<file path="src/rtl/axi_mst_initiator.sv">
// +----------------------------------------------------------------------------+
// | axi_mst_initiator                                                          |
// | AXI3-style master traffic initiator: command port in, AW/W/AR out, B/R     |
// | sunk with outstanding tracking, completion counters and a sticky error.    |
// | Optional: AXI_MST_RLAST_CHK_EN adds in-order rid / rlast position checking.|
// | Revision: 1.0 - initial release                                            |
// +----------------------------------------------------------------------------+
`default_nettype none

module axi_mst_initiator #(
  parameter int          AXI_ADDR_W   = 32,
  parameter int          AXI_ID_W     = 4,
  parameter int          AXI_DATA_W   = 32,
  parameter int          MST_OSTD_NUM = 4,
  parameter logic [31:0] WDATA_SEED   = 32'h1
) (
  input  logic                    aclk,
  input  logic                    aresetn,
  input  logic                    srst,
  // command port
  input  logic                    cmd_valid,
  output logic                    cmd_ready,
  input  logic                    cmd_write,
  input  logic [AXI_ADDR_W-1:0]   cmd_addr,
  input  logic [3:0]              cmd_len,
  input  logic [AXI_ID_W-1:0]     cmd_id,
  // write address
  output logic                    awvalid,
  input  logic                    awready,
  output logic [AXI_ADDR_W-1:0]   awaddr,
  output logic [3:0]              awlen,
  output logic [AXI_ID_W-1:0]     awid,
  output logic [2:0]              awsize,
  output logic [1:0]              awburst,
  // write data
  output logic                    wvalid,
  input  logic                    wready,
  output logic [AXI_ID_W-1:0]     wid,
  output logic [AXI_DATA_W-1:0]   wdata,
  output logic [AXI_DATA_W/8-1:0] wstrb,
  output logic                    wlast,
  // write response
  input  logic                    bvalid,
  output logic                    bready,
  input  logic [AXI_ID_W-1:0]     bid,
  input  logic [1:0]              bresp,
  // read address
  output logic                    arvalid,
  input  logic                    arready,
  output logic [AXI_ADDR_W-1:0]   araddr,
  output logic [3:0]              arlen,
  output logic [AXI_ID_W-1:0]     arid,
  output logic [2:0]              arsize,
  output logic [1:0]              arburst,
  // read data
  input  logic                    rvalid,
  output logic                    rready,
  input  logic [AXI_ID_W-1:0]     rid,
  input  logic [AXI_DATA_W-1:0]   rdata,
  input  logic [1:0]              rresp,
  input  logic                    rlast,
  // status
  output logic [15:0]             wr_done_cnt,
  output logic [15:0]             rd_done_cnt,
  output logic                    err
);

  localparam int                  c_LOG_N     = $clog2(MST_OSTD_NUM);
  localparam int                  c_OSTD_W    = c_LOG_N + 1;
  localparam logic [c_OSTD_W-1:0] c_OSTD_MAX  = c_OSTD_W'(MST_OSTD_NUM);
  localparam logic [c_OSTD_W-1:0] c_OSTD_ONE  = c_OSTD_W'(1);
  localparam logic [2:0]          c_AXSIZE    = 3'($clog2(AXI_DATA_W / 8));
  localparam logic [1:0]          c_BURST_INC = 2'b01;
  localparam int                  c_REP       = (AXI_DATA_W + 31) / 32;

  // Galois form of x^32+x^22+x^2+x+1, shifting towards bit 0
  function automatic logic [31:0] f_lfsr_next(input logic [31:0] s);
    return {1'b0, s[31:1]} ^ (s[0] ? 32'h8020_0003 : 32'h0);
  endfunction

  logic                  r_awvalid, r_arvalid, r_resp_rdy, r_err;
  logic [AXI_ADDR_W-1:0] r_awaddr, r_araddr;
  logic [3:0]            r_awlen, r_arlen;
  logic [AXI_ID_W-1:0]   r_awid, r_arid;
  logic [c_OSTD_W-1:0]   r_wr_ostd, r_rd_ostd, w_wr_ostd_nxt, w_rd_ostd_nxt;
  logic [15:0]           r_wr_done, r_rd_done;
  logic [31:0]           r_lfsr;
  logic [c_REP*32-1:0]   w_wdata_rep;

  logic w_wr_acc, w_rd_acc, w_aw_hs, w_w_hs, w_b_hs, w_ar_hs, w_r_hs, w_rl_hs;
  logic w_err_set, w_rchk_err;

  // W burst FIFO
  logic [3:0]            r_wf_len [MST_OSTD_NUM];
  logic [AXI_ID_W-1:0]   r_wf_id  [MST_OSTD_NUM];
  logic [c_OSTD_W-1:0]   r_wf_wp, r_wf_rp;
  logic [3:0]            r_wbeat, w_wf_head_len;
  logic                  w_wf_empty, w_wf_full, w_wf_push, w_wf_pop, w_wvalid, w_wlast;

  assign cmd_ready = cmd_write ? (!r_awvalid && (r_wr_ostd < c_OSTD_MAX))
                               : (!r_arvalid && (r_rd_ostd < c_OSTD_MAX));

  assign w_wr_acc = cmd_valid && cmd_ready && cmd_write;
  assign w_rd_acc = cmd_valid && cmd_ready && !cmd_write;
  assign w_aw_hs  = r_awvalid && awready;
  assign w_ar_hs  = r_arvalid && arready;
  assign w_w_hs   = w_wvalid && wready;
  assign w_b_hs   = bvalid && r_resp_rdy;
  assign w_r_hs   = rvalid && r_resp_rdy;
  assign w_rl_hs  = w_r_hs && rlast;

  assign awvalid = r_awvalid;
  assign awaddr  = r_awaddr;
  assign awlen   = r_awlen;
  assign awid    = r_awid;
  assign awsize  = c_AXSIZE;
  assign awburst = c_BURST_INC;
  assign arvalid = r_arvalid;
  assign araddr  = r_araddr;
  assign arlen   = r_arlen;
  assign arid    = r_arid;
  assign arsize  = c_AXSIZE;
  assign arburst = c_BURST_INC;
  assign bready  = r_resp_rdy;
  assign rready  = r_resp_rdy;
  assign wr_done_cnt = r_wr_done;
  assign rd_done_cnt = r_rd_done;
  assign err     = r_err;

  // Payload only changes on accept, which is blocked while the valid is up
  always_ff @(posedge aclk or negedge aresetn) begin
    if (!aresetn) begin
      r_awaddr <= '0;
      r_awlen  <= '0;
      r_awid   <= '0;
      r_araddr <= '0;
      r_arlen  <= '0;
      r_arid   <= '0;
    end else begin
      if (w_wr_acc) begin
        r_awaddr <= cmd_addr;
        r_awlen  <= cmd_len;
        r_awid   <= cmd_id;
      end
      if (w_rd_acc) begin
        r_araddr <= cmd_addr;
        r_arlen  <= cmd_len;
        r_arid   <= cmd_id;
      end
    end
  end

  always_comb begin
    w_wr_ostd_nxt = r_wr_ostd;
    w_rd_ostd_nxt = r_rd_ostd;
    if (w_wr_acc && !w_b_hs) begin
      w_wr_ostd_nxt = r_wr_ostd + c_OSTD_ONE;
    end else if (!w_wr_acc && w_b_hs && (r_wr_ostd != '0)) begin
      w_wr_ostd_nxt = r_wr_ostd - c_OSTD_ONE;
    end
    if (w_rd_acc && !w_rl_hs) begin
      w_rd_ostd_nxt = r_rd_ostd + c_OSTD_ONE;
    end else if (!w_rd_acc && w_rl_hs && (r_rd_ostd != '0)) begin
      w_rd_ostd_nxt = r_rd_ostd - c_OSTD_ONE;
    end
  end

  assign w_err_set = (w_b_hs && ((bresp != 2'b00) || (r_wr_ostd == '0)))
                  || (w_r_hs && (rresp != 2'b00))
                  || (w_rl_hs && (r_rd_ostd == '0))
                  || w_rchk_err;

  always_ff @(posedge aclk or negedge aresetn) begin
    if (!aresetn) begin
      r_awvalid  <= 1'b0;
      r_arvalid  <= 1'b0;
      r_resp_rdy <= 1'b0;
      r_wr_ostd  <= '0;
      r_rd_ostd  <= '0;
      r_wr_done  <= '0;
      r_rd_done  <= '0;
      r_err      <= 1'b0;
    end else if (srst) begin
      r_awvalid  <= 1'b0;
      r_arvalid  <= 1'b0;
      r_resp_rdy <= 1'b0;
      r_wr_ostd  <= '0;
      r_rd_ostd  <= '0;
      r_wr_done  <= '0;
      r_rd_done  <= '0;
      r_err      <= 1'b0;
    end else begin
      r_resp_rdy <= 1'b1;
      if (w_wr_acc) begin
        r_awvalid <= 1'b1;
      end else if (w_aw_hs) begin
        r_awvalid <= 1'b0;
      end
      if (w_rd_acc) begin
        r_arvalid <= 1'b1;
      end else if (w_ar_hs) begin
        r_arvalid <= 1'b0;
      end
      r_wr_ostd <= w_wr_ostd_nxt;
      r_rd_ostd <= w_rd_ostd_nxt;
      if (w_b_hs) begin
        r_wr_done <= r_wr_done + 16'd1;
      end
      if (w_rl_hs) begin
        r_rd_done <= r_rd_done + 16'd1;
      end
      if (w_err_set) begin
        r_err <= 1'b1;
      end
    end
  end

  assign w_wf_empty    = (r_wf_wp == r_wf_rp);
  assign w_wf_full     = (r_wf_wp[c_LOG_N-1:0] == r_wf_rp[c_LOG_N-1:0])
                      && (r_wf_wp[c_LOG_N] != r_wf_rp[c_LOG_N]);
  assign w_wf_push     = w_aw_hs && !w_wf_full;
  assign w_wf_head_len = r_wf_len[r_wf_rp[c_LOG_N-1:0]];
  assign w_wvalid      = !w_wf_empty;
  assign w_wlast       = w_wvalid && (r_wbeat == w_wf_head_len);
  assign w_wf_pop      = w_w_hs && w_wlast;

  assign wvalid = w_wvalid;
  assign wlast  = w_wlast;
  assign wid    = r_wf_id[r_wf_rp[c_LOG_N-1:0]];
  assign wstrb  = '1;

  always_ff @(posedge aclk) begin
    if (w_wf_push) begin
      r_wf_len[r_wf_wp[c_LOG_N-1:0]] <= r_awlen;
      r_wf_id[r_wf_wp[c_LOG_N-1:0]]  <= r_awid;
    end
  end

  always_ff @(posedge aclk or negedge aresetn) begin
    if (!aresetn) begin
      r_wf_wp <= '0;
      r_wf_rp <= '0;
      r_wbeat <= '0;
      r_lfsr  <= WDATA_SEED;
    end else if (srst) begin
      r_wf_wp <= '0;
      r_wf_rp <= '0;
      r_wbeat <= '0;
      r_lfsr  <= WDATA_SEED;
    end else begin
      if (w_wf_push) begin
        r_wf_wp <= r_wf_wp + c_OSTD_ONE;
      end
      if (w_wf_pop) begin
        r_wf_rp <= r_wf_rp + c_OSTD_ONE;
      end
      if (w_w_hs) begin
        r_wbeat <= w_wlast ? 4'd0 : r_wbeat + 4'd1;
        r_lfsr  <= f_lfsr_next(r_lfsr);
      end
    end
  end

  // Wider data buses repeat the 32-bit pattern across lanes
  assign w_wdata_rep = {c_REP{r_lfsr}};
  assign wdata       = w_wdata_rep[AXI_DATA_W-1:0];

`ifdef AXI_MST_RLAST_CHK_EN
  logic [3:0]          r_af_len [MST_OSTD_NUM];
  logic [AXI_ID_W-1:0] r_af_id  [MST_OSTD_NUM];
  logic [c_OSTD_W-1:0] r_af_wp, r_af_rp;
  logic [3:0]          r_rbeat, w_af_head_len;
  logic [AXI_ID_W-1:0] w_af_head_id;
  logic                w_af_empty, w_af_full, w_af_push, w_af_pop;
  logic                w_unused;

  assign w_af_empty    = (r_af_wp == r_af_rp);
  assign w_af_full     = (r_af_wp[c_LOG_N-1:0] == r_af_rp[c_LOG_N-1:0])
                      && (r_af_wp[c_LOG_N] != r_af_rp[c_LOG_N]);
  assign w_af_push     = w_ar_hs && !w_af_full;
  assign w_af_pop      = w_rl_hs && !w_af_empty;
  assign w_af_head_len = r_af_len[r_af_rp[c_LOG_N-1:0]];
  assign w_af_head_id  = r_af_id[r_af_rp[c_LOG_N-1:0]];

  // Responses are in order and non-interleaved, so the head describes every beat
  assign w_rchk_err = w_r_hs && (w_af_empty
                              || (rid != w_af_head_id)
                              || (rlast && (r_rbeat != w_af_head_len))
                              || (!rlast && (r_rbeat == w_af_head_len)));

  always_ff @(posedge aclk) begin
    if (w_af_push) begin
      r_af_len[r_af_wp[c_LOG_N-1:0]] <= r_arlen;
      r_af_id[r_af_wp[c_LOG_N-1:0]]  <= r_arid;
    end
  end

  always_ff @(posedge aclk or negedge aresetn) begin
    if (!aresetn) begin
      r_af_wp <= '0;
      r_af_rp <= '0;
      r_rbeat <= '0;
    end else if (srst) begin
      r_af_wp <= '0;
      r_af_rp <= '0;
      r_rbeat <= '0;
    end else begin
      if (w_af_push) begin
        r_af_wp <= r_af_wp + c_OSTD_ONE;
      end
      if (w_af_pop) begin
        r_af_rp <= r_af_rp + c_OSTD_ONE;
      end
      if (w_r_hs) begin
        r_rbeat <= rlast ? 4'd0 : r_rbeat + 4'd1;
      end
    end
  end

  assign w_unused = ^{rdata, bid};
`else
  logic w_unused;

  assign w_rchk_err = 1'b0;
  assign w_unused   = ^{rid, rdata, bid};
`endif

endmodule

`default_nettype wire

</file>
<file path="config.mk">
export PLATFORM = sky130hd
export DESIGN_NAME = axi_mst_initiator
export DESIGN_NICKNAME = d
export VERILOG_FILES = /design/src/rtl/axi_mst_initiator.sv
export SDC_FILE = /design/constraint.sdc
export NUM_CORES = 1
export LEC_CHECK = 0
export CORE_MARGIN = 1.5
export CORE_UTILIZATION = 40
export DETAILED_ROUTE_END_ITERATION = 10
export PLACE_DENSITY_LB_ADDON = 0.12
export SETUP_SLACK_MARGIN = 0.02
export SYNTH_ARGS = -nofsm -noshare
export SYNTH_HDL_FRONTEND = slang
export SYNTH_SLANG_ARGS = --single-unit
</file>
<file path="constraint.sdc">
create_clock -name aclk -period 4.67 [get_ports aclk]
set_clock_uncertainty 0.05 [all_clocks]
set_input_delay 1.401 -clock aclk [delete_from_list [all_inputs] [get_ports aclk]]
set_output_delay 1.401 -clock aclk [all_outputs]
set_load 0.02 [all_outputs]
</file>
======== Word-level counts from Yosys, hierarchy flattened ========
Memory sizes are Yosys's and may differ from the RTL's.
Index checks and enable logic that the tools add are counted.
operators by class
  reductions and logical operators ........ 52
  multiplexer cells ....................... 32
  order comparisons ....................... 2
  bitwise operators ....................... 1
  equality and inequality tests ........... 4
  add/subtract/negate cells ............... 9
operators with widths
  cell                                                                count
  32-bit 2-to-1 mux                                                   3
  16-bit 2-to-1 mux                                                   4
  16-bit by 1-bit adder with 16-bit output, second input constant     2
  31-bit by 32-bit bitwise XOR with 32-bit output                     1
  3-bit 2-to-1 mux                                                    10
  1-bit logical AND                                                   24
  3-bit nonzero test                                                  6
  2-bit nonzero test                                                  8
  3-bit by 1-bit adder with 3-bit output, second input constant       4
  1-bit 2-to-1 mux                                                    12
  4-bit 2-to-1 mux                                                    3
  1-bit zero test                                                     9
  3-bit zero test                                                     2
  3-bit < comparator, second input constant                           2
  3-bit by 1-bit subtractor with 3-bit output, second input constant  2
  4-bit by 1-bit adder with 4-bit output, second input constant       1
  4-bit == test                                                       1
  3-bit == test                                                       1
  1-bit logical OR                                                    3
  2-bit == test                                                       1
  1-bit != test                                                       1
word-level totals
  memories kept ........................... 2
  bits of input ports ..................... 95
  logic and storage cells ................. 120
  RAM bits ................................ 32
  output and inout port bits .............. 170
  flip-flop bits (word level) ............. 164
memories
  memory    depth  bits a word  read ports  clocked after memory_dff  write ports  line  text
  r_wf_id   4      4            1           0                         1            95    logic [AXI_ID_W-1:0] r_wf_id [MST_OSTD_NUM];
  r_wf_len  4      4            1           0                         1            94    logic [3:0] r_wf_len [MST_OSTD_NUM];

======== Longest topological paths before layout ========
  depth in word-level cells ............... 11
  depth in mapped cells ................... 8
  gate-level depth less buffers ........... 7

======== Worst setup path before layout ========
No wires, ideal clock.
  path kind ............................... input to output
  from .................................... in cmd_write
  to ...................................... out cmd_ready
  stages .................................. 1
  arrival time ............................ 1.979 ns
  slack ................................... 1.240 ns
  buffers on the path ..................... 0
  required time ........................... 3.219 ns
  cells stage by stage .................... o31ai_1
between the ends
  word-level cells in the longest chain between the ends .. 1
ends and longest elaborated chain
  what              line  text
  start, declared   23    input logic cmd_write,
  1-bit 2-to-1 mux  100   assign cmd_ready = cmd_write ? (!r_awvalid && (r_wr_ostd < c_OSTD_MAX))
  end, declared     22    output logic cmd_ready,
No other way between the ends.

======== Final worst setup path ========
  from .................................... reg r_wf_rp[1]
  to ...................................... out wlast
between the ends
  word-level cells in the longest chain between the ends .. 3
  elaborated cells between the ends (all ways) .. 5
  those cells by class .................... eq/ne (2); reduce/logical (2); memory (1)
ends and longest elaborated chain
  what                                                    line      text
  start, declared                                         96        logic [c_OSTD_W-1:0] r_wf_wp, r_wf_rp;
  start signal, assigned                                  255       r_wf_rp <= r_wf_rp + c_OSTD_ONE;
  memory read 4 x 4 bit or 3-bit == test (tied branches)  -
  4-bit == test or 1-bit zero test (tied branches)        224, 223
  1-bit logical AND (*)                                   224       assign w_wlast = w_wvalid && (r_wbeat == w_wf_head_len);
  end, declared                                           41        output logic wlast,
Every way passes the cells marked *; elsewhere a longest branch is shown, timed or not.

==> metrics <==
FP Rows 52; final worst setup slack 212 ps; CP Launch Type register; area of the multi-input gates 3030 um^2; Reg clk slew, reported paths 70 ps; setup TNS 0 ps; max-cap violations 0; Post-synth ARST share 0.837; hpwl dp 12,500 um; most frequent cells in the layout clkdlybuf4s50_1 (208), nand2_1 (198), dfrtp_1 (162), nor2_1 (44), a21oi_1 (44); min cycle time layout 4460 ps; CP endpoint kind output port; metal3 WL 1550 um; reg-to-reg setup timing slack 2200 ps; Avg Synthesized Cell Area 11.1 um^2; drc violations 0; # IOs 265; Hold Slack 426 ps; Detailed Route WL 18,700 um; nets 1,057; cell-internal power 3.69 mW; CP max-delay cell dfrtp_1; die height 147 um; flops & latches, synth 196; Sw Ratio 0.323; Hold-fix buffers, CTS 0; Syn Std Cell Area 8330 um^2; vias per inst 4.88; Place WS 320 ps; Bufs and invs on worst path 1; Root Driver clkbuf_16; wire per inst 15.1 um; DR pass1 iterations 4; WL met1 8640 um; post-synth top area share 0.489; Final Cycle Share 0.955; Gate Count Post-Synth 753; CTS Sinks 196; Bufs on Longest Clock Path 2; gp weighted congestion 0.749; largest net degree at the start of global routing 73; largest area contributor in the netlist dfrtp_1; EDFF count, synth 32; status finished, final reports clean; Arr. time, crit path 3010 ps; Core ar. 20,400 um^2; Core Util, Final 0.551; synth-to-layout area growth 34.6%; Pwr Total 5.45 mW; Hold Crit Class register to register; register area 5070 um^2; layout cells sized above 1 0.0974; max incr delay on CP 740 ps; vias in the first global route 5,743; vias post-DR 6,029; crit path cell chain mux2i_1 -> xnor2_1 -> or3_1 -> a21oi_1 -> and2_1 -> clkdlybuf4s50_1; unrepaired setup endpoints after global routing no; Hold Violations, Final 0; sequential area share after synthesis 0.608; CTS buffer count 17; Worst Path Required 3220 ps; Yosys cell types 51; routed wl met2 8170 um; GRT Total Usage 0.178; most common cell after layout, fill and taps aside clkdlybuf4s50_1; worst slew pin tran 973 ps; critical path class register to output port; Die ar. 21,700 um^2; fill cell count 1,826; CTS tree built; initial antenna violation count 0; leak pwr 4.66 nW; PD cells 486 nW/um^2; Max Used Layer met4; Slew headroom 0.351; Antenna Nets Post-Route 0; largest delay contributor family on the critical path flip-flops; Die W 147 um; switching power 1.76 mW; first-pass GRT wire length 30,500 um; initial DRC count 251; insertion delay to the later sink of the worst-skew pair 430 ps; H-tree depth 4; Max Slew Vio Count 0; # diodes 0; Peak Freq 0.224 GHz; ys flop type dfrtp_1; Initial Util 0.409; number of port buffers 210; logic gate share of total power 0.315; CP Max Fanout 13; Ys Warns 0; GRT overflow 0; endpoints failing setup 0; Clock power frac 0.256; ranking of synthesized cells by area dfrtp_1 (49%), edfxtp_1 (12%), nand2_1 (8.9%); peak supply drop 0.275 mV; sequential share of power 0.429
worst paths after layout:
check                                       startpoint                         end  depth (start not counted)
max in group asynchronous                      aresetn      araddr[16]$_DFFE_PN0P_                          2
worst max register to register  r_wf_rp[1]$_DFFE_PN0P_      r_wf_rp[0]$_DFFE_PN0P_                          7
min in group asynchronous                      aresetn  rd_done_cnt[6]$_DFFE_PN0P_                          1
worst min-delay path               arid[3]$_DFFE_PN0P_         arid[3]$_DFFE_PN0P_                          2
worst max-delay path            r_wf_rp[1]$_DFFE_PN0P_                       wlast                          6
worst min register to register     arid[3]$_DFFE_PN0P_         arid[3]$_DFFE_PN0P_                          2
metal layers:
| layer | up-vias | global-route usage |
|---|---|---|
| met5 | - | 0 |
| met2 | 190 | 0.257 |
| met3 | 22 | 0.0612 |
| met1 | 2935 | 0.247 |
| met4 | 0 | 0.0665 |
| li1 | 2882 | - |
cells in the mapped netlist, types with 2 or more instances:
cell / count
nand2_1: 198
dfrtp_1: 163
a21oi_1: 44
nor2_1: 44
mux2_2: 41
edfxtp_1: 32
clkbuf_1: 24
xor2_1: 20
xnor2_1: 19
nand3_1: 17
buf_4: 16
o21ai_0: 15
inv_1: 13
nand4_1: 10
or3_1: 10
and2_1: 8
ha_1: 8
buf_2: 7
mux2i_1: 7
nor3_1: 7
and3_1: 6
mux4_2: 4
nor4_1: 3
a211oi_1: 2
a31oi_1: 2
and4_1: 2
buf_1: 2
conb_1: 2
fa_1: 2
mux4_1: 2
nand2b_1: 2
nor2b_1: 2
state kept, by name (all words and copies together) (netlist names):
| signal | cells |
|---|---|
| wdata | 32 |
| arid | 4 |
| rd_done_cnt | 16 |
| err | 1 |
| r_wf_wp | 3 |
| r_wf_len | 16 |
| r_rd_ostd | 3 |
| r_wf_id | 16 |
| r_wr_ostd | 3 |
| awlen | 4 |
| awid | 4 |
| wr_done_cnt | 16 |
| araddr | 32 |
| r_wf_rp | 3 |
| arlen | 4 |
| r_wbeat | 4 |
| awaddr | 32 |
| awvalid | 1 |
| bready | 1 |
| arvalid | 1 |
tightest hold or removal path, cell delays in order, from the launching register on:
cell and delay (ps):
dfrtp_1 350, nand2_1 50, nand2_1 50
metrics by stage:
step / cells / area (um^2)
global route: 1235 / 11200
finish: 1235 / 11200
CTS: 1235 / 11200
global placement: 1203 / 10700
detailed placement: 1203 / 10700
floorplan: 765 / 8380
cell families (layout without fill, tap and decap cells):
family	Yosys count	after routing	share of synthesized area
and+or+nand+nor	316	316	0.164
DFF	196	196	0.608
AOI/OAI and AO/OA	70	70	0.0468
buffers and inverters	64	264	0.0380
muxes	55	55	0.0827
xor gates and xnor gates	40	40	0.0429
adders and majority gates	10	10	0.0168
other	2	14	0.000901
final cells by class:
type	instances	area share
Tap cell	270	0.0301
Clock buffer	18	0.0383
Timing Repair Buffer	218	0.194
Sequential cell	196	0.452
Clock inverter	14	0.0113
Inverter	14	0.00468
Multi-Input combinational cell	505	0.270
power by group through the flow:
stage / Combinational [mW] / Clock [mW] / Sequential [mW]
after floorplan: 0.468 / 0 / 2.74
after global placement: 1.73 / 0 / 2.36
after detailed placement: 1.73 / 0 / 2.37
after CTS: 1.74 / 1.44 / 2.35
after global routing: 1.84 / 1.51 / 2.39
final: 1.72 / 1.40 / 2.34
timing repair:
action | 4_1_cts | 5_1_grt
gates resized for setup | 0 | 1
endpoints found under the setup margin | 0 | 1
setup buffers | 0 | 0
Note: power is estimated with default switching activity, not from simulation.
